## config.mk

```make
export PLATFORM = sky130hd
export DESIGN_NAME = membus_cycle_ctl_flat
export DESIGN_NICKNAME = d
export VERILOG_FILES = /design/src/rtl/membus_cycle_ctl_if.sv /design/src/rtl/membus_cycle_ctl.sv /design/src/flat_wrapper.sv
export SDC_FILE = /design/constraint.sdc
export NUM_CORES = 1
export LEC_CHECK = 0
export CAP_MARGIN = 5
export CORE_UTILIZATION = 47
export CTS_CLUSTER_DIAMETER = 100
export DETAILED_ROUTE_END_ITERATION = 10
export PLACE_DENSITY = 0.78
export SLEW_MARGIN = 20
export SYNTH_ARGS = -nofsm -noshare
export SYNTH_HDL_FRONTEND = slang
export SYNTH_SLANG_ARGS = --single-unit
```

## constraint.sdc

```tcl
create_clock -name clk -period 2.8 [get_ports clk]
set_input_delay 0.28 -clock clk [delete_from_list [all_inputs] [get_ports clk]]
set_output_delay 0.28 -clock clk [all_outputs]
set_load 0.005 [all_outputs]
```

## src/rtl/membus_cycle_ctl_if.sv

```systemverilog
// rtl/membus_cycle_ctl_if.sv - memory bus signal bundle between cycle controller and memory
//
// Purpose: groups the memory-side handshake and data signals of membus_cycle_ctl.
// Ports (master = cycle controller, slave = memory):
//   membus_rq_cyc, membus_rd_rq, membus_wr_rq, membus_wr_rs  master -> slave, 1 bit each
//   membus_ma       master -> slave, AW bits, relocated address
//   membus_mb_out   master -> slave, DW bits, write data (zero outside wr_rs)
//   membus_addr_ack, membus_rd_rs  slave -> master, 1 bit each
//   membus_mb_in    slave -> master, DW bits, read data
interface membus_cycle_ctl_if #(
    parameter int AW = 18,
    parameter int DW = 36
);
    logic            membus_rq_cyc;
    logic            membus_rd_rq;
    logic            membus_wr_rq;
    logic            membus_wr_rs;
    logic [0:AW-1]   membus_ma;
    logic [0:DW-1]   membus_mb_out;
    logic            membus_addr_ack;
    logic            membus_rd_rs;
    logic [0:DW-1]   membus_mb_in;

    modport master (
        output membus_rq_cyc, membus_rd_rq, membus_wr_rq, membus_wr_rs,
        output membus_ma, membus_mb_out,
        input  membus_addr_ack, membus_rd_rs, membus_mb_in
    );

    modport slave (
        input  membus_rq_cyc, membus_rd_rq, membus_wr_rq, membus_wr_rs,
        input  membus_ma, membus_mb_out,
        output membus_addr_ack, membus_rd_rs, membus_mb_in
    );
endinterface

```

## src/rtl/membus_cycle_ctl.sv

```systemverilog
// rtl/membus_cycle_ctl.sv - memory bus cycle controller with relocation, stop and NXM timeout
//
// Purpose: runs one read, write or read-pause-write memory cycle per request,
// relocating/protecting the upper address field, honouring stop switches and
// timing out on non-existent memory.
// Ports:
//   clk, reset_n                 clock, synchronous active-low reset
//   req_rd/req_wr/req_rdwr       request strobes (rdwr > rd > wr), taken in IDLE only
//   wr_go                        starts the write half of a read-pause-write
//   addr, wdata                  processor address and write data
//   inh_rel, rlr, pr             relocation inhibit, relocation and protection registers
//   mem_stop, addr_stop, addr_sw, mem_cont  stop switches and continue
//   mem_disable                  hang on NXM instead of recovering
//   bus                          memory bus (master modport)
//   rdata                        read data register
//   busy, stopped                status levels
//   done, nxm, illeg_addr        one-clock status pulses
module membus_cycle_ctl #(
    parameter int DW      = 36,
    parameter int AW      = 18,
    parameter int RW      = 8,
    parameter int NXM_CYC = 1000
) (
    input  logic                clk,
    input  logic                reset_n,
    input  logic                req_rd,
    input  logic                req_wr,
    input  logic                req_rdwr,
    input  logic                wr_go,
    input  logic [0:AW-1]       addr,
    input  logic [0:DW-1]       wdata,
    input  logic                inh_rel,
    input  logic [0:RW-1]       rlr,
    input  logic [0:RW-1]       pr,
    input  logic                mem_stop,
    input  logic                addr_stop,
    input  logic [0:AW-1]       addr_sw,
    input  logic                mem_cont,
    input  logic                mem_disable,
    membus_cycle_ctl_if.master  bus,
    output logic [0:DW-1]       rdata,
    output logic                busy,
    output logic                stopped,
    output logic                done,
    output logic                nxm,
    output logic                illeg_addr
);
    localparam int CW = $clog2(NXM_CYC + 1);
    localparam logic [CW-1:0] CNT_LAST = CW'(NXM_CYC - 1);
    localparam logic [CW-1:0] CNT_MAX  = CW'(NXM_CYC);

    typedef enum logic [2:0] {IDLE, STOP, RQ, RDWAIT, PAUSE, WRRS} state_t;
    typedef enum logic [1:0] {OP_RD, OP_WR, OP_RDWR} op_t;

    state_t         state;
    op_t            op;
    op_t            req_op;
    logic [CW-1:0]  cnt;
    logic [CW-1:0]  cnt_inc;
    logic           expire;
    logic           hang;       // NXM with mem_disable: frozen until reset
    logic           nxm_hit;    // NXM recovered in RQ: RDWAIT completes with zero data
    logic [0:DW-1]  wdata_q;
    logic [0:RW-1]  rel_field;
    logic           req_any;
    logic           rd_done;

    assign req_any   = req_rd | req_wr | req_rdwr;
    assign rel_field = addr[0:RW-1] + (inh_rel ? {RW{1'b0}} : rlr);
    // Counter saturates one past the last count so the timeout fires only once per cycle.
    assign cnt_inc   = (cnt == CNT_MAX) ? cnt : cnt + CW'(1);
    assign expire    = (cnt == CNT_LAST);
    assign rd_done   = bus.membus_rd_rs | nxm_hit | (expire & ~mem_disable);

    always_comb begin
        req_op = OP_WR;
        if (req_rdwr)    req_op = OP_RDWR;
        else if (req_rd) req_op = OP_RD;
    end

    always_ff @(posedge clk) begin
        if (!reset_n) begin
            state             <= IDLE;
            op                <= OP_RD;
            cnt               <= '0;
            hang              <= 1'b0;
            nxm_hit           <= 1'b0;
            wdata_q           <= '0;
            rdata             <= '0;
            busy              <= 1'b0;
            stopped           <= 1'b0;
            done              <= 1'b0;
            nxm               <= 1'b0;
            illeg_addr        <= 1'b0;
            bus.membus_rq_cyc <= 1'b0;
            bus.membus_rd_rq  <= 1'b0;
            bus.membus_wr_rq  <= 1'b0;
            bus.membus_wr_rs  <= 1'b0;
            bus.membus_ma     <= '0;
            bus.membus_mb_out <= '0;
        end else begin
            done       <= 1'b0;
            nxm        <= 1'b0;
            illeg_addr <= 1'b0;
            case (state)
                IDLE: begin
                    if (req_any) begin
                        op            <= req_op;
                        bus.membus_ma <= {rel_field, addr[RW:AW-1]};
                        rdata         <= '0;
                        wdata_q       <= wdata;
                        cnt           <= '0;
                        hang          <= 1'b0;
                        nxm_hit       <= 1'b0;
                        if (!inh_rel && (addr[0:RW-1] > pr)) begin
                            illeg_addr <= 1'b1;
                            done       <= 1'b1;
                        end else if (mem_stop || (addr_stop && (addr == addr_sw))) begin
                            state   <= STOP;
                            stopped <= 1'b1;
                            busy    <= 1'b1;
                        end else begin
                            state             <= RQ;
                            busy              <= 1'b1;
                            bus.membus_rq_cyc <= 1'b1;
                            bus.membus_rd_rq  <= (req_op != OP_WR);
                            bus.membus_wr_rq  <= (req_op == OP_WR);
                        end
                    end
                end
                STOP: begin
                    if (mem_cont) begin
                        state             <= RQ;
                        stopped           <= 1'b0;
                        cnt               <= '0;
                        bus.membus_rq_cyc <= 1'b1;
                        bus.membus_rd_rq  <= (op != OP_WR);
                        bus.membus_wr_rq  <= (op == OP_WR);
                    end
                end
                RQ: begin
                    if (!hang) begin
                        cnt <= cnt_inc;
                        // A simultaneous rd_rs is ignored here; it is only sampled in RDWAIT.
                        if (!bus.membus_addr_ack && expire) begin
                            nxm     <= 1'b1;
                            hang    <= mem_disable;
                            nxm_hit <= ~mem_disable;
                        end
                        if (bus.membus_addr_ack || (expire && !mem_disable)) begin
                            if (op == OP_WR) begin
                                state             <= WRRS;
                                bus.membus_wr_rq  <= 1'b0;
                                bus.membus_wr_rs  <= 1'b1;
                                bus.membus_mb_out <= wdata_q;
                            end else begin
                                state <= RDWAIT;
                            end
                        end
                    end
                end
                RDWAIT: begin
                    if (!hang) begin
                        cnt <= cnt_inc;
                        if (!bus.membus_rd_rs && !nxm_hit && expire) begin
                            nxm  <= 1'b1;
                            hang <= mem_disable;
                        end
                        if (bus.membus_rd_rs) begin
                            rdata <= bus.membus_mb_in;
                        end
                        if (rd_done) begin
                            bus.membus_rd_rq <= 1'b0;
                            if (op == OP_RDWR) begin
                                state <= PAUSE;
                            end else begin
                                state             <= IDLE;
                                busy              <= 1'b0;
                                done              <= 1'b1;
                                bus.membus_rq_cyc <= 1'b0;
                            end
                        end
                    end
                end
                PAUSE: begin
                    // The address stays acknowledged from the read half; no second ack.
                    if (wr_go) begin
                        state             <= WRRS;
                        bus.membus_wr_rs  <= 1'b1;
                        bus.membus_mb_out <= wdata;
                    end
                end
                WRRS: begin
                    state             <= IDLE;
                    busy              <= 1'b0;
                    done              <= 1'b1;
                    bus.membus_rq_cyc <= 1'b0;
                    bus.membus_wr_rs  <= 1'b0;
                    bus.membus_mb_out <= '0;
                end
                default: state <= IDLE;
            endcase
        end
    end
endmodule

```

## src/flat_wrapper.sv

```systemverilog
// flat-port wrapper written by rule: the top's interface ports become plain ports
module membus_cycle_ctl_flat 
#(
    parameter int DW      = 36,
    parameter int AW      = 18,
    parameter int RW      = 8,
    parameter int NXM_CYC = 1000
)
  (clk, reset_n, req_rd, req_wr, req_rdwr, wr_go, addr, wdata, inh_rel, rlr, pr, mem_stop, addr_stop, addr_sw, mem_cont, mem_disable, rdata, busy, stopped, done, nxm, illeg_addr, bus_membus_rq_cyc, bus_membus_rd_rq, bus_membus_wr_rq, bus_membus_wr_rs, bus_membus_ma, bus_membus_mb_out, bus_membus_addr_ack, bus_membus_rd_rs, bus_membus_mb_in);
  membus_cycle_ctl_if #(.AW(AW), .DW(DW)) bus_i ();
  input  logic clk;
  input  logic reset_n;
  input  logic req_rd;
  input  logic req_wr;
  input  logic req_rdwr;
  input  logic wr_go;
  input  logic [0:AW-1] addr;
  input  logic [0:DW-1] wdata;
  input  logic inh_rel;
  input  logic [0:RW-1] rlr;
  input  logic [0:RW-1] pr;
  input  logic mem_stop;
  input  logic addr_stop;
  input  logic [0:AW-1] addr_sw;
  input  logic mem_cont;
  input  logic mem_disable;
  output logic [0:DW-1] rdata;
  output logic busy;
  output logic stopped;
  output logic done;
  output logic nxm;
  output logic illeg_addr;
  output wire logic [$bits(bus_i.membus_rq_cyc)-1:0] bus_membus_rq_cyc;
  output wire logic [$bits(bus_i.membus_rd_rq)-1:0] bus_membus_rd_rq;
  output wire logic [$bits(bus_i.membus_wr_rq)-1:0] bus_membus_wr_rq;
  output wire logic [$bits(bus_i.membus_wr_rs)-1:0] bus_membus_wr_rs;
  output wire logic [$bits(bus_i.membus_ma)-1:0] bus_membus_ma;
  output wire logic [$bits(bus_i.membus_mb_out)-1:0] bus_membus_mb_out;
  input wire logic [$bits(bus_i.membus_addr_ack)-1:0] bus_membus_addr_ack;
  input wire logic [$bits(bus_i.membus_rd_rs)-1:0] bus_membus_rd_rs;
  input wire logic [$bits(bus_i.membus_mb_in)-1:0] bus_membus_mb_in;
  assign bus_membus_rq_cyc = bus_i.membus_rq_cyc;
  assign bus_membus_rd_rq = bus_i.membus_rd_rq;
  assign bus_membus_wr_rq = bus_i.membus_wr_rq;
  assign bus_membus_wr_rs = bus_i.membus_wr_rs;
  assign bus_membus_ma = bus_i.membus_ma;
  assign bus_membus_mb_out = bus_i.membus_mb_out;
  assign bus_i.membus_addr_ack = bus_membus_addr_ack;
  assign bus_i.membus_rd_rs = bus_membus_rd_rs;
  assign bus_i.membus_mb_in = bus_membus_mb_in;
  membus_cycle_ctl #(.DW(DW), .AW(AW), .RW(RW), .NXM_CYC(NXM_CYC)) u_core (.clk(clk), .reset_n(reset_n), .req_rd(req_rd), .req_wr(req_wr), .req_rdwr(req_rdwr), .wr_go(wr_go), .addr(addr), .wdata(wdata), .inh_rel(inh_rel), .rlr(rlr), .pr(pr), .mem_stop(mem_stop), .addr_stop(addr_stop), .addr_sw(addr_sw), .mem_cont(mem_cont), .mem_disable(mem_disable), .bus(bus_i), .rdata(rdata), .busy(busy), .stopped(stopped), .done(done), .nxm(nxm), .illeg_addr(illeg_addr));
endmodule
```

==> flow_summary.ini, run 1 <==
[timing]
tightest_slew_ns = 0.655
period_share = 0.874
setup_tns_ns = 0
rsz0062_at_grt = no
report.final.hold_viol_count = 0
setup_viol = 0
max_freq_mhz = 408
finalClockSkew_ns = 0.0102
timing.final.max_slew_violations = 0
maxSlewHeadroom = 0.563
min_period_ns = 2.45

[floorplan]
core_sq_um = 15200
dieArea_sq_um = 16100
die_h_microns = 127
initial_core_util = 0.481
placementRows = 45
fp.dieW_microns = 127
io_pins = 236

[setup_path]
cp.depth = 8
reg2reg_depth = 8
slowest_delay_ns = 0.41
setup.worst_path.end = u_core.bus.membus_mb_out[12]$_SDFFE_PN0P_
cpLargestDelayFamily = compound AO/OA/AOI/OAI gates
r2r_end = u_core.bus.membus_mb_out[12]$_SDFFE_PN0P_
worstPathCellList = ha_1 -> and3b_1 -> nand4b_4 -> a22oi_2 -> a21boi_4 -> buf_4 -> nor2_1 -> a211oi_1
crit_fanout = 15
critPathLaunchType = register
cp_data_arrival_time_ns = 2.77
required_ns = 3.13
cp-startpoint = u_core.cnt[0]$_SDFFE_PN0P_
critPathBufInv = 1
end_kind = register
path_class = register to register
ff2ff_setup_slack_ns = 0.35
slowest_stage = a21boi_4
r2r-start = u_core.cnt[0]$_SDFFE_PN0P_

[cts]
clk_pin_slew_ns = 0.07
insertion_delay_ns = 0.42
cts.repair.resized = 0
cts-buffers-inserted = 17
cts_root_buf = clkbuf_16
cts_tree = done
clk_path_buf_depth = 2
cts_setup_buffers = 0
cts.sinks = 152
cts_max_level = 4
hold_buffers = 0

[status]
status = finished clean

[global_routing]
globalRoute.totalOverflow = 0
grt_max_degree = 87
track_usage = 0.264
antenna_found_initial = 0
first_global_vias = 6763
grt_first_pass_wirelength_microns = 33700

[drt]
ant_nets = 0
drc = 0
drt_first_pass_iters = 7
drtIter0Drc = 515
drt-total-wl_microns = 21000
vias = 7281
routedWlPerCell_microns = 16.0
via_per_inst = 5.53

[cells_and_area]
num_antenna_cells = 0
area_growth_pct = 42.4
drive_gt1_frac = 0.0841
fill_cells = 1285
finalNetCount = 1271

[power]
ir_worst_vdd_mv = 0.497
p_leak_nw = 3.97
total_power_mw = 8.19
power.density_nw_per_um2 = 786

[yosys]
synthDistinctLibCells = 69
syn_area_sq_um = 7320
synth_warnings = 0
async_flop_share = 0
ys_seq_elements = 152
synth_ff_type = dfxtp_1
synth_most_common_cell = nand2_1
syn_area_per_cell_sq_um = 8.08
synth_top_area_cell = dfxtp_1
synth_edf_count = 0
synth_common_cells = nand2_1, dfxtp_1, a21oi_1, nor2_1, nand3_1
synthesis.nets = 1061
ys_top_cells_by_area = dfxtp_1, a21oi_1, nand2_1
synth-seq-area-share = 0.416
postSynthCellCount = 906
synth_top_area_frac = 0.416

[min_path]
worst_hold_path.num_cells = 3
holdCritPathClass = input port to register

[place]
gp_congestion = 0.885
hpwl_microns = 14700
portBuffers = 235

[run]
cap_violations = 0
[worst min-delay path, delay by kind of cell]
family | cells | cell delay [ns]
and+or+nand+nor | 1 | 0.06
buffers and inverters | 1 | 0.41
AOI/OAI and AO/OA | 1 | 0.05
[cell type report]
cell class	count	area [sq um]	area share
clock buffers	17	425	0.0408
clock inverters	15	165	0.0158
inverters	20	77.6	0.00744
multi-input cells	663	3870	0.371
flip-flops and latches	152	3040	0.292
well taps	188	235	0.0226
repair buffers	262	2610	0.250
[worst min-delay path by stage]
stage | startpoint | slack (ns) | end
after floorplan | wdata[0] | 0.42 | u_core.wdata_q[0]$_SDFFE_PN0P_
after global placement | u_core.rdata[4]$_SDFFE_PN0P_ | 0.44 | u_core.rdata[4]$_SDFFE_PN0P_
after detailed placement | u_core.rdata[5]$_SDFFE_PN0P_ | 0.44 | u_core.rdata[5]$_SDFFE_PN0P_
after CTS | wdata[29] | 0.40 | u_core.wdata_q[29]$_SDFFE_PN0P_
after global routing | wdata[29] | 0.42 | u_core.wdata_q[29]$_SDFFE_PN0P_
final | wdata[29] | 0.42 | u_core.wdata_q[29]$_SDFFE_PN0P_
[per-layer routing]
metal | GRT usage | up-vias | routed length (microns) | share of wire
met4 | 0.102 | 0 | 482 | 0.023
met1 | 0.307 | 3364 | 8680 | 0.41
li1 | - | 3605 | - | -
met5 | 0 | - | 0 | 0
met3 | 0.0793 | 27 | 1650 | 0.078
met2 | 0.456 | 285 | 10200 | 0.49
[stage by stage]
stage / instance area [sq um] / util / setup slack, ns / std cells / hold slack, ns
after floorplan: 7320 / - / 0.805 / 906 / 0.416
after global placement: 9830 / 0.647 / 0.215 / 1285 / 0.437
after detailed placement: 9830 / 0.647 / 0.0900 / 1285 / 0.443
after CTS: 10400 / 0.686 / 0.333 / 1317 / 0.404
after global routing: 10400 / 0.686 / 0.182 / 1317 / 0.418
final: 10400 / 0.686 / 0.352 / 1317 / 0.422
[cells in the final DEF, fill, tap and decap left out, drive strengths merged, types with 3 or more instances in the layout]
cell and instances:
o31a 3, inv 26, nor2b 13, o21ai 23, nor3 12, nand3b 3
nand3 49, xor2 18, and2 3, ha 17, nor2 66, a211oi 40
a21oi 138, clkdlybuf4s50 235, o221a 3, dfxtp 152, clkbuf 17, nand4 3
and3 40, nand2 158, xnor2 5, o21a 4, o211ai 5, buf 27
a31oi 4, clkinv 7, nor4 8, nand2b 7, or3 3
[logic make-up (layout without fill, tap and decap cells)]
| group | Yosys count | after routing | synth area share |
|---|---|---|---|
| xor+xnor | 23 | 23 | 0.0275 |
| mux | 2 | 2 | 0.00274 |
| simple gates | 376 | 376 | 0.245 |
| buf+inv | 91 | 314 | 0.0591 |
| compound gates | 244 | 244 | 0.218 |
| flops | 152 | 152 | 0.416 |
| fa+ha+maj | 18 | 18 | 0.0318 |
[where the power goes]
| group | switching (mW) | internal, mW |
|---|---|---|
| registers | 0.249 | 2.57 |
| logic | 1.75 | 1.36 |
| clock network | 1.00 | 1.26 |
[registers in the layout, summed over array words and instances (netlist names), 2 cells and up]
signal and flops:
u_core.rdata 36, u_core.cnt 10, u_core.bus.membus_mb_out 36, u_core.bus.membus_ma 18, u_core.wdata_q 36, u_core.state 3, u_core.op 2
(Power assumes the default switching activity.)
==> run 2: changes to the inputs <==
--- a/config.mk
+++ b/config.mk
@@ -6,6 +6,7 @@
 export NUM_CORES = 1
 export LEC_CHECK = 0
 export CAP_MARGIN = 5
+export CORE_ASPECT_RATIO = 0.6
 export CORE_UTILIZATION = 47
 export CTS_CLUSTER_DIAMETER = 100
 export DETAILED_ROUTE_END_ITERATION = 10
==> run 2 against run 1 <==
Non-clock buffer count down 1. Sequential power hardly changed. Power rose by 1.9%. Sequential share of layout area is essentially flat. Wire length grew 5.5%. Highest routed layer unchanged. Design area is essentially flat. Via count is 0.41% higher. Register-to-register slack better by 0.02 ns. Cell count rose by 0.61%.
==> flow_summary.ini, run 2 (synthesis gave the netlist of run 1 again) <==
[min_path]
holdCritPathClass = input port to register
holdPathEnd = u_core.rdata[4]$_SDFFE_PN0P_
min-delay-start = bus_membus_mb_in[31]
worst_hold_path.num_cells = 3

[global_routing]
grt_first_pass_wirelength_microns = 35300
antenna_found_initial = 0
track_usage = 0.277
first_global_vias = 6882
globalRoute.totalOverflow = 0
grt_max_degree = 74

[setup_path]
critPathLaunchType = register
crit_fanout = 73
slowest_delay_ns = 0.40
required_ns = 3.12
r2r_end = u_core.bus.membus_mb_out[9]$_SDFFE_PN0P_
reg2reg_depth = 8
slowest_stage = dfxtp_1
end_kind = register
path_class = register to register
ff2ff_setup_slack_ns = 0.37
r2r-start = u_core.cnt[0]$_SDFFE_PN0P_
cp_data_arrival_time_ns = 2.76
worstPathCellList = ha_1 -> and3b_1 -> nand4b_4 -> a22oi_2 -> a21boi_4 -> buf_12 -> nor2_1 -> a211oi_1

[place]
portBuffers = 235
hpwl_microns = 15400
gp_congestion = 0.908
place_ws_ns = 0.0963

[cells_and_area]
utilization = 0.702
finalNetCount = 1270
reg_top3 = u_core.bus.membus_mb_out x36, u_core.rdata x36, u_core.wdata_q x36
num_antenna_cells = 0
layout_commonest_cell = clkdlybuf4s50_1
drive_gt1_frac = 0.0825
final_cell_mix = clkdlybuf4s50_1, nand2_1, dfxtp_1
area_growth_pct = 42.4

[floorplan]
core_sq_um = 14800
placementRows = 34
dieArea_sq_um = 16100
io_pins = 236
initial_core_util = 0.493
fp.dieW_microns = 163
die_h_microns = 98.7

[timing]
whs_ns = 0.420
maxSlewHeadroom = 0.526
worst_slack_ns = 0.367
tightest_slew_ns = 0.704
report.final.hold_viol_count = 0
min_period_ns = 2.43
timing.final.max_slew_violations = 0
finalClockSkew_ns = 0.0145
max_freq_mhz = 411
period_share = 0.869
setup_viol = 0
setup_tns_ns = 0
rsz0062_at_grt = no

[cts]
cts.sinks = 152
cts_root_buf = clkbuf_16
cts.repair.resized = 0
cts_setup_buffers = 0
hold_buffers = 0
insertion_delay_ns = 0.43
clk_path_buf_depth = 2
clk_pin_slew_ns = 0.07
cts_max_level = 4
cts-buffers-inserted = 17
cts_tree = done

[drt]
routedWlPerCell_microns = 16.7
drc = 0
via_per_inst = 5.52
drt-total-wl_microns = 22200
drtIter0Drc = 574
ant_nets = 0
vias = 7311
drt_first_pass_iters = 5

[run]
cap_violations = 0

[power]
p_leak_nw = 3.96
ir_worst_vdd_mv = 0.410
power.density_nw_per_um2 = 800

[status]
status = finished clean
[run 2: area by class of cell]
class / instances / area [sq um]
sequential: 152 / 3040
inverter: 20 / 77.6
timing repair buffer: 261 / 2600
multi-input combinational: 663 / 3870
clock inverter: 14 / 161
fill: 1228 / 4420
tap: 198 / 248
clock buffer: 17 / 425
[run 2: per-layer routing]
metal,up-vias,GRT usage,part of all wire
met5,-,0,0
li1,3581,-,-
met3,30,0.0972,0.10
met1,3394,0.348,0.44
met4,0,0.0784,0.014
met2,306,0.450,0.45
[run 2: per-stage QoR]
stage	instance area [sq um]	instances	total power [mW]
after floorplan	7320	906	4.75
after global placement	9840	1294	5.96
after detailed placement	9840	1294	6.01
after CTS	10400	1325	8.35
after global routing	10400	1325	8.82
final	10400	1325	8.34
[run 2: critical path: cells and delay by family, from the launching register on]
family	cells	cell delay, ns
buffers and inverters	1	0.29
flip-flops	1	0.40
AO/OA/AOI/OAI	3	0.77
adder cells (fa/ha/maj)	1	0.26
AND/OR/NAND/NOR	3	0.55
[run 2: where the power goes]
group | internal (mW) | leakage (nW) | switching [mW]
combinational | 1.38 | 2.44 | 1.81
clock | 1.33 | 0.284 | 0.995
sequential | 2.57 | 1.24 | 0.251
[run 2: how the worst max path moves through the flow]
stage	start	end	slack, ns	cells after the start
global placement	rlr[7]	u_core.bus.membus_ma[1]$_SDFFE_PN0P_	0.21	11
detailed placement	addr[2]	u_core.state[0]$_SDFFE_PN0P_	0.1	8
floorplan	pr[2]	u_core.state[0]$_SDFFE_PN0P_	0.81	8
CTS	u_core.cnt[0]$_SDFFE_PN0P_	u_core.bus.membus_mb_out[13]$_SDFFE_PN0P_	0.41	8
global route	u_core.state[0]$_SDFFE_PN0P_	u_core.rdata[15]$_SDFFE_PN0P_	0.17	7
finish	u_core.cnt[0]$_SDFFE_PN0P_	u_core.bus.membus_mb_out[9]$_SDFFE_PN0P_	0.37	8
